--- config.mk ---
export PLATFORM = sky130hd
export DESIGN_NAME = ram128_fifo_ctrl_flat
export DESIGN_NICKNAME = d
export VERILOG_FILES = /design/src/rtl/ram128_fifo_pkg.sv /design/src/rtl/ram128_fifo_if.sv /design/src/rtl/ram128_fifo_obuf.sv /design/src/rtl/ram128_fifo_ctrl.sv /design/src/flat_wrapper.sv
export SDC_FILE = /design/constraint.sdc
export NUM_CORES = 1
export LEC_CHECK = 0
export ABC_AREA = 1
export CORE_UTILIZATION = 42
export DETAILED_ROUTE_END_ITERATION = 10
export PLACE_DENSITY = 0.77
export SYNTH_ARGS = -nofsm -noshare
export SYNTH_HDL_FRONTEND = slang
export SYNTH_SLANG_ARGS = --single-unit
--- constraint.sdc ---
create_clock -name axis_clk -period 12.23 [get_ports axis_clk]
set_input_delay 2.446 -clock axis_clk [delete_from_list [all_inputs] [get_ports axis_clk]]
set_output_delay 2.446 -clock axis_clk [all_outputs]
set_load 0.1 [all_outputs]
--- src/rtl/ram128_fifo_pkg.sv ---
// ---------------------------------------------------------------------------
// ram128_fifo_pkg: shared sizes for the RAM128-backed FIFO.       Rev 1.0
// ---------------------------------------------------------------------------
`default_nettype none

package ram128_fifo_pkg;
  localparam int unsigned FIFO_DEPTH = 128;
  localparam int unsigned ADDR_W     = 7;
  localparam int unsigned CNT_W      = 8;
  localparam int unsigned OBUF_DEPTH = 2;
  localparam int unsigned OBUF_CNT_W = $clog2(OBUF_DEPTH + 1);
endpackage

`default_nettype wire

--- src/rtl/ram128_fifo_if.sv ---
// ---------------------------------------------------------------------------
// ram128_fifo_if: write-side and read-side AXI-Stream bundle.     Rev 1.0
// ---------------------------------------------------------------------------
`default_nettype none

interface ram128_fifo_if #(
  parameter int WSIZE = 4
);
  logic               s_tvalid;
  logic [WSIZE*8-1:0] s_tdata;
  logic               s_tready;
  logic               m_tvalid;
  logic [WSIZE*8-1:0] m_tdata;
  logic               m_tready;

  // slave: the FIFO's view; master: the environment driving it
  modport slave  (input  s_tvalid, s_tdata, m_tready,
                  output s_tready, m_tvalid, m_tdata);
  modport master (output s_tvalid, s_tdata, m_tready,
                  input  s_tready, m_tvalid, m_tdata);
endinterface

`default_nettype wire

--- src/rtl/ram128_fifo_obuf.sv ---
// ---------------------------------------------------------------------------
// ram128_fifo_obuf: 2-entry in-order output buffer with AXIS master side.
// Rev 1.0
// ---------------------------------------------------------------------------
`default_nettype none

module ram128_fifo_obuf
  import ram128_fifo_pkg::*;
#(
  parameter int DW = 32
) (
  input  wire logic                  clk,
  input  wire logic                  rst_n,
  input  wire logic                  clr,
  input  wire logic                  cap,
  input  wire logic [DW-1:0]         cap_data,
  input  wire logic                  m_tready,
  output logic                       m_tvalid,
  output logic [DW-1:0]              m_tdata,
  output logic [OBUF_CNT_W-1:0]      level,
  output logic                       pop
);

  logic [DW-1:0] second;

  assign pop = m_tvalid && m_tready;

  // m_tdata is itself the head slot, so the output is a plain register
  always_ff @(posedge clk or negedge rst_n) begin
    if (!rst_n) begin
      m_tvalid <= 1'b0;
      m_tdata  <= '0;
      second   <= '0;
      level    <= '0;
    end else if (clr) begin
      m_tvalid <= 1'b0;
      m_tdata  <= '0;
      second   <= '0;
      level    <= '0;
    end else begin
      unique case ({cap, pop})
        2'b10: begin
          if (level == '0) m_tdata <= cap_data;
          else             second  <= cap_data;
          level    <= level + OBUF_CNT_W'(1);
          m_tvalid <= 1'b1;
        end
        2'b01: begin
          m_tdata  <= second;
          level    <= level - OBUF_CNT_W'(1);
          m_tvalid <= (level != OBUF_CNT_W'(1));
        end
        2'b11: begin
          if (level == OBUF_CNT_W'(1)) begin
            m_tdata <= cap_data;
          end else begin
            m_tdata <= second;
            second  <= cap_data;
          end
        end
        default: begin
        end
      endcase
    end
  end

endmodule

`default_nettype wire

--- src/rtl/ram128_fifo_ctrl.sv ---
// ---------------------------------------------------------------------------
// ram128_fifo_ctrl: 128-deep AXIS FIFO on one single-port RAM128. Rev 1.0
// Optional macro FIFO_LEVEL_IRQ_EN adds the thresh input and irq output.
// ---------------------------------------------------------------------------
`default_nettype none

module ram128_fifo_ctrl
  import ram128_fifo_pkg::*;
#(
  parameter int WSIZE = 4
) (
  input  wire logic                  axis_clk,
  input  wire logic                  axis_rst_n,
  input  wire logic                  clr,
  ram128_fifo_if.slave               axis,
  output logic [CNT_W-1:0]           count,
  output logic                       ram_en,
  output logic [WSIZE-1:0]           ram_we,
  output logic [ADDR_W-1:0]          ram_a,
  output logic [WSIZE*8-1:0]         ram_di,
  input  wire logic [WSIZE*8-1:0]    ram_do
`ifdef FIFO_LEVEL_IRQ_EN
  ,
  input  wire logic [CNT_W-1:0]      thresh,
  output logic                       irq
`endif
);

  logic                  run;
  logic [ADDR_W-1:0]     wr_ptr;
  logic [ADDR_W-1:0]     rd_ptr;
  logic [CNT_W-1:0]      ram_cnt;
  logic                  rd_inflight;
  logic [OBUF_CNT_W-1:0] obuf_cnt;
  logic                  pop;
  logic [OBUF_CNT_W:0]   obuf_used;
  logic                  do_rd;
  logic                  do_wr;
  logic                  s_ready;
  logic [CNT_W-1:0]      ram_cnt_next;
  logic [CNT_W-1:0]      count_next;

  // obuf_used is also next cycle's obuf occupancy; a read always wins the port
  always_comb begin
    obuf_used    = {1'b0, obuf_cnt} + (OBUF_CNT_W + 1)'(rd_inflight)
                 - (OBUF_CNT_W + 1)'(pop);
    do_rd        = run && !clr && (ram_cnt != '0)
                 && (obuf_used < (OBUF_CNT_W + 1)'(OBUF_DEPTH));
    s_ready      = run && !clr && (ram_cnt < CNT_W'(FIFO_DEPTH)) && !do_rd;
    do_wr        = axis.s_tvalid && s_ready;
    ram_en       = do_rd || do_wr;
    ram_we       = {WSIZE{do_wr}};
    ram_a        = do_rd ? rd_ptr : (do_wr ? wr_ptr : '0);
    ram_di       = do_wr ? axis.s_tdata : '0;
    ram_cnt_next = ram_cnt + CNT_W'(do_wr) - CNT_W'(do_rd);
    count_next   = ram_cnt_next + CNT_W'(obuf_used) + CNT_W'(do_rd);
  end

  assign axis.s_tready = s_ready;

  // run holds s_tready low until the first edge after reset release
  always_ff @(posedge axis_clk or negedge axis_rst_n) begin
    if (!axis_rst_n) begin
      run         <= 1'b0;
      wr_ptr      <= '0;
      rd_ptr      <= '0;
      ram_cnt     <= '0;
      rd_inflight <= 1'b0;
      count       <= '0;
    end else begin
      run <= 1'b1;
      if (clr) begin
        wr_ptr      <= '0;
        rd_ptr      <= '0;
        ram_cnt     <= '0;
        rd_inflight <= 1'b0;
        count       <= '0;
      end else begin
        if (do_wr) wr_ptr <= wr_ptr + ADDR_W'(1);
        if (do_rd) rd_ptr <= rd_ptr + ADDR_W'(1);
        ram_cnt     <= ram_cnt_next;
        rd_inflight <= do_rd;
        count       <= count_next;
      end
    end
  end

  ram128_fifo_obuf #(
    .DW (WSIZE * 8)
  ) u_obuf (
    .clk      (axis_clk),
    .rst_n    (axis_rst_n),
    .clr      (clr),
    .cap      (rd_inflight),
    .cap_data (ram_do),
    .m_tready (axis.m_tready),
    .m_tvalid (axis.m_tvalid),
    .m_tdata  (axis.m_tdata),
    .level    (obuf_cnt),
    .pop      (pop)
  );

`ifdef FIFO_LEVEL_IRQ_EN
  always_ff @(posedge axis_clk or negedge axis_rst_n) begin
    if (!axis_rst_n) irq <= 1'b0;
    else             irq <= (thresh != '0) && (count >= thresh);
  end
`endif

endmodule

`default_nettype wire
--- src/flat_wrapper.sv ---
// flat-port wrapper written by rule: the top's interface ports become plain ports
module ram128_fifo_ctrl_flat import ram128_fifo_pkg::*;
#(
  parameter int WSIZE = 4
)
  (axis_clk, axis_rst_n, clr, count, ram_en, ram_we, ram_a, ram_di, ram_do, axis_s_tvalid, axis_s_tdata, axis_m_tready, axis_s_tready, axis_m_tvalid, axis_m_tdata);
  ram128_fifo_if #(.WSIZE(WSIZE)) axis_i ();
  input  wire logic axis_clk;
  input  wire logic axis_rst_n;
  input  wire logic clr;
  output logic [CNT_W-1:0] count;
  output logic ram_en;
  output logic [WSIZE-1:0] ram_we;
  output logic [ADDR_W-1:0] ram_a;
  output logic [WSIZE*8-1:0] ram_di;
  input  wire logic [WSIZE*8-1:0] ram_do;
  input wire logic [$bits(axis_i.s_tvalid)-1:0] axis_s_tvalid;
  input wire logic [$bits(axis_i.s_tdata)-1:0] axis_s_tdata;
  input wire logic [$bits(axis_i.m_tready)-1:0] axis_m_tready;
  output wire logic [$bits(axis_i.s_tready)-1:0] axis_s_tready;
  output wire logic [$bits(axis_i.m_tvalid)-1:0] axis_m_tvalid;
  output wire logic [$bits(axis_i.m_tdata)-1:0] axis_m_tdata;
  assign axis_i.s_tvalid = axis_s_tvalid;
  assign axis_i.s_tdata = axis_s_tdata;
  assign axis_i.m_tready = axis_m_tready;
  assign axis_s_tready = axis_i.s_tready;
  assign axis_m_tvalid = axis_i.m_tvalid;
  assign axis_m_tdata = axis_i.m_tdata;
  ram128_fifo_ctrl #(.WSIZE(WSIZE)) u_core (.axis_clk(axis_clk), .axis_rst_n(axis_rst_n), .clr(clr), .axis(axis_i), .count(count), .ram_en(ram_en), .ram_we(ram_we), .ram_a(ram_a), .ram_di(ram_di), .ram_do(ram_do));
endmodule
After elaboration in Yosys (flattened, before gate mapping)
Cells that the tools add are included.

word-level totals
  register bits after elaboration = 99
  input port bits = 69
  output and inout port bits = 86
  word-level logic and storage cells = 71

cells by class
  add/sub/neg operators = 10
  order comparisons = 2
  equality and inequality tests = 8
  mux-type cells = 22
  reduce and logical (&&, ||, !) cells = 19

operators with widths
  operator                                                              number
  32-bit two-way mux                                                    7
  32-bit one-hot mux with 3 select lines                                1
  32-bit one-hot mux with 2 select lines                                1
  7-bit two-way mux                                                     6
  8-bit by 1-bit adder with 8-bit output                                2
  8-bit two-way mux                                                     2
  7-bit by 1-bit adder with 7-bit output, second input constant         2
  3-bit inequality test, second input constant                          3
  8-bit by 3-bit adder with 8-bit output                                1
  8-bit < comparator, second input constant                             1
  8-bit nonzero test                                                    1
  8-bit by 1-bit subtractor with 8-bit output                           1
  1-bit logical AND                                                     7
  3-bit nonzero test                                                    2
  2-bit by 1-bit == test with 1-bit output, second input constant       2
  2-bit == test, second input constant                                  2
  2-bit one-hot mux with 2 select lines                                 1
  2-bit nonzero test                                                    2
  4-bit nonzero test                                                    1
  2-bit by 1-bit adder with 3-bit output                                1
  3-bit by 2-bit < comparator with 1-bit output, second input constant  1
  3-bit AND reduction                                                   1
  3-bit by 1-bit subtractor with 3-bit output                           1
  2-bit by 1-bit adder with 2-bit output, second input constant         1
  other kinds (9)                                                       11

Logic depth before layout (Yosys ltp)
  depth after elaboration = 12
  mapped depth = 27
  mapped depth without buffers = 27

Hierarchy
From an unflattened synthesis, not the netlist that was laid out.

second synthesis, totals
  cell total of the unflattened synthesis = 760
  area, all modules = 5801.8 um2

by module, submodules not included
  module            instances  cells an instance  area each (um2)  sequential area each (um2)
  ram128_fifo_obuf  1          415                3334.4           1676.6
  ram128_fifo_ctrl  1          345                2467.4           800.8

Worst setup path after synthesis
Ideal clock, no wire load.

  path kind = input to output
  start point = in axis_m_tready
  end point = out ram_a[1]
  arrival = 6.215 ns
  required time = 9.784 ns
  setup slack = 3.569 ns
  cell stages on the path = 12
  path buffers = 1
  cell sequence = nand2_1 inv_1 ha_1 inv_1 ha_1 inv_1 fa_1 inv_1 nor3_2 nand2_2 buf_2 o21ai_0

on the way
  longest elaborated chain between the ends = 9

RTL lines
  item                                             RTL line                RTL
  from (decl)                                      flat_wrapper.sv:19      input wire logic [$bits(axis_i.m_tready)-1:0] axis_m_tready;
  1-bit logical AND *                              ram128_fifo_obuf.sv:26  assign pop = m_tvalid && m_tready;
  3-bit by 1-bit subtractor with 3-bit output *    ram128_fifo_ctrl.sv:46  - (OBUF_CNT_W + 1)'(pop);
  3-bit by 2-bit < comparator with 1-bit output *  ram128_fifo_ctrl.sv:48  && (obuf_used < (OBUF_CNT_W + 1)'(OBUF_DEPTH));
  1-bit logical AND *                              ram128_fifo_ctrl.sv:48
  1-bit zero test                                  ram128_fifo_ctrl.sv:49  s_ready = run && !clr && (ram_cnt < CNT_W'(FIFO_DEPTH)) && !do_rd;
  1-bit logical AND                                ram128_fifo_ctrl.sv:49
  1-bit logical AND                                ram128_fifo_ctrl.sv:50  do_wr = axis.s_tvalid && s_ready;
  7-bit two-way mux                                ram128_fifo_ctrl.sv:53  ram_a = do_rd ? rd_ptr : (do_wr ? wr_ptr : '0);
  7-bit two-way mux *                              ram128_fifo_ctrl.sv:53
  to (decl)                                        flat_wrapper.sv:14      output logic [ADDR_W-1:0] ram_a;

Mark *: on every way between the ends. The rest lies on a longest branch, timed or not.

Worst setup path after layout
Same ends and word-level chain as after synthesis.

==> flow_metrics.py <==
metrics = {
    "detailed_routing": {
        "wl_per_cell_um": 13.4,
        "drt_first_pass_iters": 5,
        "remaining_drc_errors": 0,
        "wirelength_um": 13400,
        "drt-vias-per-instance": 4.98,
        "num_vias": 4996,
        "drtAntennaViolNets": 0,
        "drtIter0Drc": 298,
    },
    "setup_path": {
        "end_kind": "output port",
        "slowest_delay_ns": 1.16,
        "cp_top_family": "buffers and inverters",
        "start_kind": "input port",
        "crit_type": "input port to output port",
        "crit_chain": "clkdlybuf4s50_1, nand2_1, inv_1, ha_1, inv_1, ha_1, inv_1, fa_1, xor2_1, nor3_2, nand2_2, nand3_4, inv_2, nand2_1, o21ai_0, clkdlybuf4s50_1",
        "path_max_fanout": 37,
        "worst_path_max_delay_cell": "clkdlybuf4s50_1",
        "path_buf_inv": 6,
        "critPathMostFrequentCell": "inv_1",
        "crit_arrival_ns": 6.50,
        "worstPathRequired_ns": 9.78,
    },
    "sta": {
        "fmax_ghz": 0.112,
        "finalHoldViolCount": 0,
        "worst_pin_slew_ns": 1.21,
        "slew_headroom_pct": 19.3,
        "min_period_over_period_pct": 73.1,
        "skew_ns": 0.00698,
        "fin_ws_ns": 3.29,
        "rsz0062_at_grt": "false",
        "setup_viol": 0,
        "slew_viol_final": 0,
        "min_period_ns": 8.94,
        "finalSetupTns_ns": 0,
    },
    "finish": {
        "nets": 920,
        "finish.utilization_pct": 58.2,
        "area_growth_pct": 35.0,
        "drive_gt1_share_pct": 4.21,
        "diodes": 0,
    },
    "status": {
        "status": "completed",
    },
    "job": {
        "max_cap_violations": 0,
    },
    "logic_synthesis": {
        "ys.flop_type": "dfrtp_1",
        "ys_ff_latch": 99,
        "synth_largest_area_cell": "dfrtp_1",
        "synth_top_area_share_pct": 45.4,
        "synthArstFlopShare_pct": 100,
        "synth_nets": 790,
        "synthTopCellsByCount": "inv_1 (143), nand2_1 (102), dfrtp_1 (99)",
        "ys_warn_count": 0,
        "synthCells": 696,
        "syn_area_per_cell_um2": 7.85,
        "ys_top_cells_by_area": "dfrtp_1 (45%), inv_1 (9.8%), nand3_1 (7.8%), o22ai_1 (7.6%), nand2_1 (7.0%)",
        "ys_seq_area_share_pct": 45.4,
        "synth.distinct_cells": 36,
        "synth_enable_flop_cells": 0,
        "yosysMostFrequentCell": "inv_1",
        "synth_area_um2": 5460,
    },
    "clocking": {
        "cts_buffers": 9,
        "ctsResizeCount": 0,
        "clk_latency_ns": 0.34,
        "cts.sinks": 99,
        "postCtsHoldBufs": 0,
        "cts_root_buffer": "clkbuf_16",
        "cts_setup_buffers": 0,
        "htreeDepth": 3,
        "cts_tree": "built",
        "clockBufferDepth": 2,
        "clkTransAtPathRegs_ns": 0.07,
    },
    "global_route": {
        "grt_pass1_vias": 4546,
        "grt_pass1_wl_um": 21600,
        "grt_overflow": 0,
        "antenna_found_initial": 0,
        "grtUsageTotal_pct": 20.3,
        "grt_max_degree": 88,
    },
    "floorplanning": {
        "core_um2": 12700,
        "initial_core_util_pct": 43.1,
        "ioPinCount": 155,
        "fp.dieW_um": 116,
        "rows": 41,
        "die-area_um2": 13500,
        "die_y_um": 116,
    },
    "pwr": {
        "p_leak_nw": 3.60,
        "ir_drop_mv": 0.167,
        "p_per_area_nw_per_um2": 242,
    },
    "placement": {
        "io_buffers": 154,
        "place_ws_ns": 3.23,
        "dp.final_hpwl_um": 9060,
        "place_congestion": 0.849,
    },
    "min_path": {
        "hp-class": "register to register",
    },
}
## state kept, by name, summed over array words and instances (netlist names)
register / count
u_core.u_obuf.m_tdata: 32
u_core.u_obuf.second: 32
u_core.count: 8
u_core.ram_cnt: 8
u_core.rd_ptr: 7
u_core.wr_ptr: 7
u_core.u_obuf.level: 2
u_core.rd_inflight: 1
u_core.run: 1
u_core.u_obuf.m_tvalid: 1
## layout by cell type (no fill, tap or decap), types with 2 or more instances in the layout
| cell | n |
|---|---|
| o21ai_0 | 20 |
| xor2_1 | 3 |
| dfrtp_1 | 99 |
| o21a_1 | 2 |
| inv_1 | 143 |
| inv_2 | 3 |
| o22ai_1 | 66 |
| fa_1 | 4 |
| o21ai_1 | 2 |
| ha_1 | 21 |
| nand2_1 | 102 |
| a21oi_1 | 10 |
| inv_6 | 2 |
| clkinvlp_4 | 3 |
| clkdlybuf4s50_1 | 153 |
| nand2_2 | 3 |
| nand4_1 | 9 |
| xnor2_1 | 3 |
| clkbuf_16 | 9 |
| buf_4 | 4 |
| nor2_1 | 61 |
| nor3_1 | 7 |
| nand3_1 | 85 |
| nor3_2 | 2 |
## worst reg2reg max path: stages (launching register included)
cell	delay [ns]
dfrtp_1	0.42
nand2_1	0.10
inv_1	0.06
ha_1	0.27
inv_1	0.09
ha_1	0.14
inv_1	0.04
fa_1	0.37
xor2_1	0.23
nor3_2	0.07
nand2_2	0.24
clkinv_1	0.35
ha_1	0.39
inv_1	0.04
ha_1	0.23
fa_1	0.45
nor2_1	0.16
nor2_1	0.07
ha_1	0.32
nand3_1	0.11
nand2_1	0.09
nand3_1	0.16
nor2_4	0.13
nand3_1	0.10
nand2_1	0.07
nand2_1	0.05
nor2_1	0.12
## stage by stage
stage | hold WS (ns) | cells | power (mW) | instance area (um^2)
after floorplan | 0.482 | 696 | 1.25 | 5460
after global placement | 0.501 | 987 | 1.48 | 7060
after detailed placement | 0.496 | 987 | 1.50 | 7060
after CTS | 0.517 | 1003 | 1.80 | 7380
after global routing | 0.538 | 1003 | 1.90 | 7380
final | 0.512 | 1003 | 1.79 | 7380
## metal layers
layer / global-route usage [%] / vias up / wire length, um
met2: 34.3 / 193 / 6380
met4: 5.98 / 0 / 128
li1: - / 2502 / -
met3: 4.03 / 12 / 1050
met1: 26.4 / 2289 / 5840
met5: 0 / - / 0
## area by class of cell
cell class                      instances  area, um^2
Fill cell                            1154        5300
Sequential cell                        99        2480
Multi-Input combinational cell        411        2250
Timing Repair Buffer                  157        1560
Inverter                              148         561
Clock buffer                           10         239
Tap cell                              172         215
Clock inverter                          6        72.6
## logic make-up (layout without fill, tap and decap cells)
family          count (synthesis)  after routing  share of synthesized area [%]
simple gates                  275            275                           22.5
buf+inv                       186            321                           13.5
compound gates                104            104                           11.3
flops                          99             99                           45.4
fa+ha+maj                      25             25                           6.28
xor+xnor                        6              6                          0.962
other cells                     1              1                         0.0686
## report_power, final
| group | leakage [nW] | internal, mW | switching (mW) |
|---|---|---|---|
| combinational | 2.12 | 0.280 | 0.763 |
| clock | 0.143 | 0.166 | 0.129 |
| sequential | 1.33 | 0.406 | 0.0411 |
## worst paths after layout
kind                                        endpoint                       from  cells past startpoint  slack (ns)
setup / recovery                            ram_a[1]              axis_m_tready                     16        3.29
hold / removal             u_core.u_obuf.m_tdata[28]  u_core.u_obuf.m_tdata[28]                      2        0.51
setup reg to reg                     u_core.count[7]     u_core.u_obuf.m_tvalid                     26        7.31
hold reg to reg            u_core.u_obuf.m_tdata[28]  u_core.u_obuf.m_tdata[28]                      2        0.51
max in group asynchronous     u_core.u_obuf.level[0]                 axis_rst_n                      2        9.04
min in group asynchronous  u_core.u_obuf.m_tdata[26]                 axis_rst_n                      1        2.12
Power figures use the tool's default switching activity.
